==> config.mk <==
export PLATFORM = sky130hd
export DESIGN_NAME = usb_fs_nb_out_buf
export DESIGN_NICKNAME = d
export VERILOG_FILES = /design/src/rtl/usb_fs_nb_out_buf.sv
export SDC_FILE = /design/constraint.sdc
export NUM_CORES = 1
export LEC_CHECK = 0
export CAP_MARGIN = 5
export CORE_MARGIN = 2
export CORE_UTILIZATION = 57
export DETAILED_ROUTE_END_ITERATION = 10
export DONT_BUFFER_PORTS = 1
export PLACE_DENSITY = 0.85
export REMOVE_ABC_BUFFERS = 1
export SYNTH_ARGS = -nofsm -noshare
export SYNTH_HDL_FRONTEND = slang
export SYNTH_SLANG_ARGS = --single-unit
==> constraint.sdc <==
create_clock -name clk_48mhz_i -period 2.8 [get_ports clk_48mhz_i]
set_input_delay 0.7 -clock clk_48mhz_i [delete_from_list [all_inputs] [get_ports clk_48mhz_i]]
set_output_delay 0.7 -clock clk_48mhz_i [all_outputs]
set_load 0.005 [all_outputs]
==> src/rtl/usb_fs_nb_out_buf.sv <==
// usb_fs_nb_out_buf
//   Packet store behind the non-buffered OUT/SETUP protocol engine. Captures
//   the engine's byte-put stream into a ring of NumBufs packet buffers. A
//   buffer is committed on ACK and discarded on rollback. Committed packets
//   are presented in arrival order through a valid/ready descriptor port and
//   a registered read port.
//
// Ports
//   clk_48mhz_i, rst_i       clock, asynchronous active-high reset
//   link_reset_i             USB bus reset: flush in-progress capture
//   out_ep_*_i               engine byte-put / commit / rollback stream
//   out_ep_full_o            per-EP "cannot accept" back to the engine
//   out_enable_i             software enable per OUT endpoint
//   rx_valid_o/rx_ready_i    head descriptor handshake
//   rx_ep_o/rx_setup_o/rx_size_o/rx_ovf_o   head descriptor fields
//   rd_addr_i/rd_data_o      head buffer byte read, 1-cycle latency
//   rx_depth_o               committed buffer count
//
// Build option
//   USB_OUT_BUF_SETUP_RESERVE_EN : keep the last free buffer for SETUP.
module usb_fs_nb_out_buf #(
    parameter  int unsigned NumOutEps         = 2,
    parameter  int unsigned MaxOutPktSizeByte = 32,
    parameter  int unsigned NumBufs           = 4,
    localparam int unsigned PktW              = $clog2(MaxOutPktSizeByte),
    localparam int unsigned BufW              = $clog2(NumBufs)
) (
    input  logic                 clk_48mhz_i,
    input  logic                 rst_i,
    input  logic                 link_reset_i,
    input  logic [3:0]           out_ep_current_i,
    input  logic                 out_ep_newpkt_i,
    input  logic                 out_ep_data_put_i,
    input  logic [PktW-1:0]      out_ep_put_addr_i,
    input  logic [7:0]           out_ep_data_i,
    input  logic                 out_ep_acked_i,
    input  logic                 out_ep_rollback_i,
    input  logic [NumOutEps-1:0] out_ep_setup_i,
    output logic [NumOutEps-1:0] out_ep_full_o,
    input  logic [NumOutEps-1:0] out_enable_i,
    output logic                 rx_valid_o,
    input  logic                 rx_ready_i,
    output logic [3:0]           rx_ep_o,
    output logic                 rx_setup_o,
    output logic [PktW:0]        rx_size_o,
    output logic                 rx_ovf_o,
    input  logic [PktW-1:0]      rd_addr_i,
    output logic [7:0]           rd_data_o,
    output logic [BufW:0]        rx_depth_o
);

    typedef enum logic [1:0] {StIdle, StFill, StDrop} state_e;

    localparam logic [BufW:0] CntMax  = (BufW+1)'(NumBufs);
    localparam logic [BufW:0] CntRes  = CntMax - 1'b1;
    localparam logic [PktW:0] SizeMax = (PktW+1)'(MaxOutPktSizeByte);

    state_e          state_q, state_d;
    logic [3:0]      ep_q, ep_d;
    logic            setup_q, setup_d;
    logic [PktW:0]   size_q, size_d;
    logic            ovf_q, ovf_d;
    logic [BufW-1:0] wr_ptr_q, rd_ptr_q;
    logic [BufW:0]   cnt_q, cnt_d;
    logic [7:0]      rd_data_q;

    logic [7:0]      mem_q [NumBufs*MaxOutPktSizeByte];
    logic [3:0]      dsc_ep_q    [NumBufs];
    logic            dsc_setup_q [NumBufs];
    logic [PktW:0]   dsc_size_q  [NumBufs];
    logic            dsc_ovf_q   [NumBufs];

    logic cur_valid, cur_en, cur_setup, room;
    logic push, pop, mem_we;

    // Look up the current endpoint without indexing past NumOutEps.
    always_comb begin
        cur_valid = 1'b0;
        cur_en    = 1'b0;
        cur_setup = 1'b0;
        for (int unsigned e = 0; e < NumOutEps; e++) begin
            if (out_ep_current_i == 4'(e)) begin
                cur_valid = 1'b1;
                cur_en    = out_enable_i[e];
                cur_setup = out_ep_setup_i[e];
            end
        end
    end

`ifdef USB_OUT_BUF_SETUP_RESERVE_EN
    assign room = cur_setup ? (cnt_q < CntMax) : (cnt_q < CntRes);
`else
    assign room = (cnt_q < CntMax);
`endif

    always_comb begin
        for (int unsigned e = 0; e < NumOutEps; e++) begin
            out_ep_full_o[e] = !out_enable_i[e] || (cnt_q == CntMax);
`ifdef USB_OUT_BUF_SETUP_RESERVE_EN
            if (cnt_q >= CntRes && !out_ep_setup_i[e]) out_ep_full_o[e] = 1'b1;
`endif
        end
    end

    assign rx_valid_o = (cnt_q != '0);
    assign pop        = rx_valid_o && rx_ready_i;

    // newpkt overrides whatever the current state is doing, so an
    // unfinished fill is simply abandoned without a commit.
    always_comb begin
        state_d = state_q;
        ep_d    = ep_q;
        setup_d = setup_q;
        size_d  = size_q;
        ovf_d   = ovf_q;
        push    = 1'b0;
        mem_we  = 1'b0;
        if (link_reset_i) begin
            state_d = StIdle;
        end else if (out_ep_newpkt_i) begin
            ep_d    = out_ep_current_i;
            setup_d = cur_setup;
            size_d  = '0;
            ovf_d   = 1'b0;
            state_d = (cur_valid && cur_en && room) ? StFill : StDrop;
        end else begin
            case (state_q)
                StFill: begin
                    if (out_ep_rollback_i) begin
                        state_d = StIdle;
                    end else if (out_ep_acked_i) begin
                        push    = 1'b1;
                        state_d = StIdle;
                    end else if (out_ep_data_put_i) begin
                        mem_we = 1'b1;
                        if (size_q == SizeMax) ovf_d  = 1'b1;
                        else                   size_d = size_q + 1'b1;
                    end
                end
                StDrop: begin
                    if (out_ep_rollback_i || out_ep_acked_i) state_d = StIdle;
                end
                default: ;
            endcase
        end
    end

    always_comb begin
        cnt_d = cnt_q;
        if (push && !pop)      cnt_d = cnt_q + 1'b1;
        else if (pop && !push) cnt_d = cnt_q - 1'b1;
    end

    always_ff @(posedge clk_48mhz_i or posedge rst_i) begin
        if (rst_i) begin
            state_q   <= StIdle;
            ep_q      <= '0;
            setup_q   <= 1'b0;
            size_q    <= '0;
            ovf_q     <= 1'b0;
            wr_ptr_q  <= '0;
            rd_ptr_q  <= '0;
            cnt_q     <= '0;
            rd_data_q <= '0;
            for (int unsigned i = 0; i < NumBufs; i++) begin
                dsc_ep_q[i]    <= '0;
                dsc_setup_q[i] <= 1'b0;
                dsc_size_q[i]  <= '0;
                dsc_ovf_q[i]   <= 1'b0;
            end
        end else begin
            state_q   <= state_d;
            ep_q      <= ep_d;
            setup_q   <= setup_d;
            size_q    <= size_d;
            ovf_q     <= ovf_d;
            cnt_q     <= cnt_d;
            rd_data_q <= mem_q[{rd_ptr_q, rd_addr_i}];
            if (push) begin
                dsc_ep_q[wr_ptr_q]    <= ep_q;
                dsc_setup_q[wr_ptr_q] <= setup_q;
                dsc_size_q[wr_ptr_q]  <= size_q;
                dsc_ovf_q[wr_ptr_q]   <= ovf_q;
                wr_ptr_q              <= wr_ptr_q + 1'b1;
            end
            if (pop) rd_ptr_q <= rd_ptr_q + 1'b1;
        end
    end

    always_ff @(posedge clk_48mhz_i) begin
        if (mem_we) mem_q[{wr_ptr_q, out_ep_put_addr_i}] <= out_ep_data_i;
    end

    assign rx_ep_o    = dsc_ep_q[rd_ptr_q];
    assign rx_setup_o = dsc_setup_q[rd_ptr_q];
    assign rx_size_o  = dsc_size_q[rd_ptr_q];
    assign rx_ovf_o   = dsc_ovf_q[rd_ptr_q];
    assign rd_data_o  = rd_data_q;
    assign rx_depth_o = cnt_q;

endmodule

Word level (Yosys, flattened, before mapping)
Memory sizes are Yosys's and may differ from the RTL's. A register that Yosys moved wholly into a read port is not among the register bits.
Index checks and enable logic that the tools add are counted.

word-level totals
  register bits after elaboration = 69
  bits in latches = 0
  RAM bits = 1024
  memory bits (read-only) = 0
  input port bits = 34
  output and inout bits = 26
  memories = 1

operators by class
  $add $sub $neg = 5
  multipliers = 0
  div/mod/pow operators = 0
  $lt $le $gt $ge = 4
  eq/ne operators = 10
  shift-type cells = 0
  multiplexer cells = 62
  bitwise operators = 3
  reductions and logical operators = 24

memory list
  name   depth  bits a word  rd ports  clocked after memory_dff  wr ports  RTL line  source
  mem_q  128    8            1         1                         1         67        logic [7:0] mem_q [NumBufs*MaxOutPktSizeByte];

operator list
  kind                 number
  $mux 6               9
  $mux 1               30
  $bwmux 24            1
  $bwmux 16            1
  $bmux 6 s2           1
  $demux 6 s2          1
  $mux 2               6
  $mux 4               3
  $reduce_and 6->1     2
  $bmux 4 s2           1
  $bwmux 4             2
  $demux 4 s2          1
  $reduce_bool 2->1    4
  $add 6x1->6 const B  1
  $eq 6x6->1 const B   1
  $ge 3x3->1 const B   2
  $logic_and 1x1->1    6
  $mux 3               2
  $ne 2x2->1 const B   3
  $not 2->3            2
  $ne 5x5->1 const B   1
  $add 2x1->2 const B  2
  $bmux 1 s2           2
  $eq 4x1->1 const B   1
  18 further kinds     23

Depth between registers and ports, before layout
  depth after elaboration = 9
  gate-level depth with buffers = 10

Least setup slack after synthesis
Ideal clock, no wire load.

  path kind = input to register
  start = input rd_addr_i[0]
  end = register rd_data_q[0] (netlist: rd_data_o[0]) (read register of mem_q)
  library setup time = 125 ps
  arrival time = 3078 ps
  required time = 2675 ps
  path slack = -403 ps
  stages = 6
  path buffers = 2
  cell sequence = clkbuf_1 -> buf_1 -> mux4_2 -> mux4_2 -> mux4_2 -> mux2_2

RTL lines
  item                RTL line  source
  start: declaration  47        input logic [PktW-1:0] rd_addr_i,
  end: declaration    65        logic [7:0] rd_data_q;

==> results_dict.tcl <==
set metrics [dict create \
    slew_headroom_pct -7.91 \
    switchingPower_mw 7.08 \
    cp_cell_sequence "mux4_2 -> mux4_2 -> mux4_2 -> mux2_2" \
    grt_use_total_pct 27.4 \
    top_level_ports 60 \
    cts_tree "done" \
    yosys_warnings 0 \
    drt_iter0_markers 2902 \
    fp.dieArea_um2 77200 \
    final_nets 2082 \
    final-seq-area_um2 32700 \
    grt_pass1_vias 21500 \
    place_inst 2902 \
    gp_congestion 0.820 \
    finalSetupTns_ps -2590 \
    fin_cells 3095 \
    multiInputGateArea_um2 9620 \
    post_cts_buffers 0 \
    dp_slack_ps -109 \
    htree_levels 3 \
    drt_wl_total_mm 103 \
    ys_ff_latch 1101 \
    path_class "input port to flip-flop" \
    drive_above_1_share_pct 33.7 \
    crit_fanout 256 \
    timing.fmax_mhz 313 \
    clock_latency_ps 690 \
    antenna_found_initial 7 \
    cts_sinks 1101 \
    mostFrequentLayoutCells "1024 x edfxtp_1, 348 x mux4_2, 165 x buf_4" \
    cpMaxStageDelayCell "mux4_2" \
    num_rows 100 \
    dpl.hpwl_mm 55.6 \
    path_buf_inv 0 \
    violations "slew limit, setup timing" \
    synth_area_leaders "edfxtp_1 72%, mux4_2 18%, dfrtp_1 4.5%" \
    first_pass_iters 5 \
    drv_slew 79 \
    p_per_area_nw_per_um2 712 \
    worst_slack_ps -396 \
    timing.final.hold_violations 0 \
    rsz0062_at_grt "false" \
    cts_hold_buf 1 \
    postSynthCellCount 1861 \
    initial_core_util_pct 57.5 \
    cts_resized 0 \
    end_kind "flip-flop" \
    fillers 4399 \
    p_int_mw 27.4 \
    worst_pin_slew_ps 1620 \
    crit_path_frequent_cell "mux4_2" \
    avgSynthCellArea_um2 23.0 \
    grt_overflow 0 \
    pwr-share-seq_pct 53.3 \
    ys_types 32 \
    core_area_um2 74300 \
    synth_largest_area_cell "edfxtp_1" \
    synthesis.area_um2 42800 \
    p_clk_share_pct 42.4 \
    max-vdd-ir-drop_mv 0.729 \
    cp_data_arrival_time_ps 3750 \
    min_path_type "input port to flip-flop" \
    swShare_pct 20.6 \
    grt_pass1_wl_mm 152 \
    clock_skew_ps 59.3 \
    die_w_um 278 \
    final.period_utilization_pct 114 \
    io_buffer_count 0 \
    path_clk_slew_ps 70 \
    route.detailed.drc 0 \
    mostFrequentLayoutCell "edfxtp_1" \
    yosys.area.top_type_share_pct 71.9 \
    ys_seq_area_share_pct 76.4 \
    die_h_um 278 \
    status "finished, violations left" \
    grt_max_degree 257 \
    wire_per_inst_um 33.4 \
    root_buffer "clkbuf_16" \
    leakage_nw 15.7 \
    p_comb_share_pct 4.3 \
    fin_crit_ps 3200 \
    clock_path_buffers 3 \
    crit_required_ps 3360 \
    finalSetupViolCount 8 \
    drv_cap 0 \
    critical_path.top_delay_family "multiplexers" \
    finish.utilization_pct 65.1 \
    viasPerCell 6.75 \
    areaGrowthSynthToFinish_pct 13.2 \
    cts_buffers 102 \
    slowest_delay_ps 960 \
    vias 20900 \
    hold_ws_ps 118 \
    worst_setup_path_start_kind "input port" \
    ant_nets 0 \
]
==> sequential cells by signal, indices dropped and copies added, names as in the netlist, 4 cells and up <==
register and cells:
size_q 6, dsc_size_q 24, ep_q 4, rd_data_o 8
mem_q 1024, dsc_setup_q 4, dsc_ep_q 16, dsc_ovf_q 4
==> cells in the mapped netlist <==
cell type,n
a21oi_1,4
a22o_1,2
and4b_1,2
buf_1,19
buf_2,16
buf_4,10
buf_6,1
clkbuf_1,49
dfrtp_1,77
edfxtp_1,1024
fa_1,1
ha_1,9
inv_1,10
mux2_2,50
mux2i_1,2
mux4_2,348
nand2_1,51
nand2b_1,1
nand3_1,7
nand4_1,1
nor2_1,140
nor2b_1,5
nor3_1,1
nor4_1,1
o2111ai_1,2
o21a_1,2
o21ai_0,12
o31ai_1,1
or3_1,4
or4_1,1
xnor2_1,4
xor2_1,4
==> area by class of cell <==
type                       count  share of cell area, %
timing repair buffer         168                   2.66
inverter                      10                 0.0802
antenna                        2                 0.0103
clock inverter                67                   1.87
tap                          969                   2.51
multi-input combinational    655                   19.9
sequential                  1101                   67.5
clock buffer                 123                   5.44
==> path summary, 6_finish.rpt <==
kind	from	to	slack, ps	cells past startpoint
worst max-delay path	rd_addr_i[0]	rd_data_o[7]	-400	4
worst min-delay path	out_ep_data_i[0]	mem_q[112][0]	120	0
worst max register to register	mem_q[100][2]	rd_data_o[2]	300	4
worst min register to register	dsc_size_q[19]	dsc_size_q[19]	490	2
max in group asynchronous	rst_i	dsc_size_q[20]	1560	3
min in group asynchronous	rst_i	rd_data_o[2]	590	2
==> power groups by stage <==
stage / logic (mW) / clock network (mW) / registers [mW]
6_report: 1.50 / 14.6 / 18.4
5_1_grt: 1.51 / 15.3 / 18.4
4_1_cts: 1.46 / 14.7 / 18.3
3_5_place_dp: 1.42 / 0 / 18.7
3_3_place_gp: 1.39 / 0 / 18.7
2_1_floorplan: 0.932 / 0 / 18.6
==> through the flow <==
stage / instance area [µm²] / power [mW]
after CTS: 48400 / 34.5
after global placement: 44800 / 20.1
after global routing: 48400 / 35.2
after floorplan: 42300 / 19.5
final: 48400 / 34.4
after detailed placement: 44800 / 20.1
==> metal layers <==
metal	track usage [%]	vias to the layer above	part of all wire, %
met5	0	-	0.025
met4	9.70	4	3.8
met3	6.62	234	11
met2	45.2	1484	50
met1	36.2	11000	35
li1	-	8162	-
==> cell families (layout without fill, tap and decap cells) <==
group                      Yosys count  after routing  share of synthesized area, %
DFF                               1101           1101                          76.4
muxes                              400            400                          19.7
and+or+nand+nor                    214            214                          2.01
buffers and inverters              105            368                          1.07
AOI/OAI and AO/OA                   23             23                         0.322
adders and majority gates           10             10                         0.310
xor gates and xnor gates             8              8                         0.164
other                                0              2                             0
==> worst register-to-register path, stage by stage (launching register included) <==
cell	delay, ps
edfxtp_1	430
mux4_2	540
mux4_2	590
mux4_2	540
mux2_2	280
Note: power is estimated with default switching activity, not from simulation.
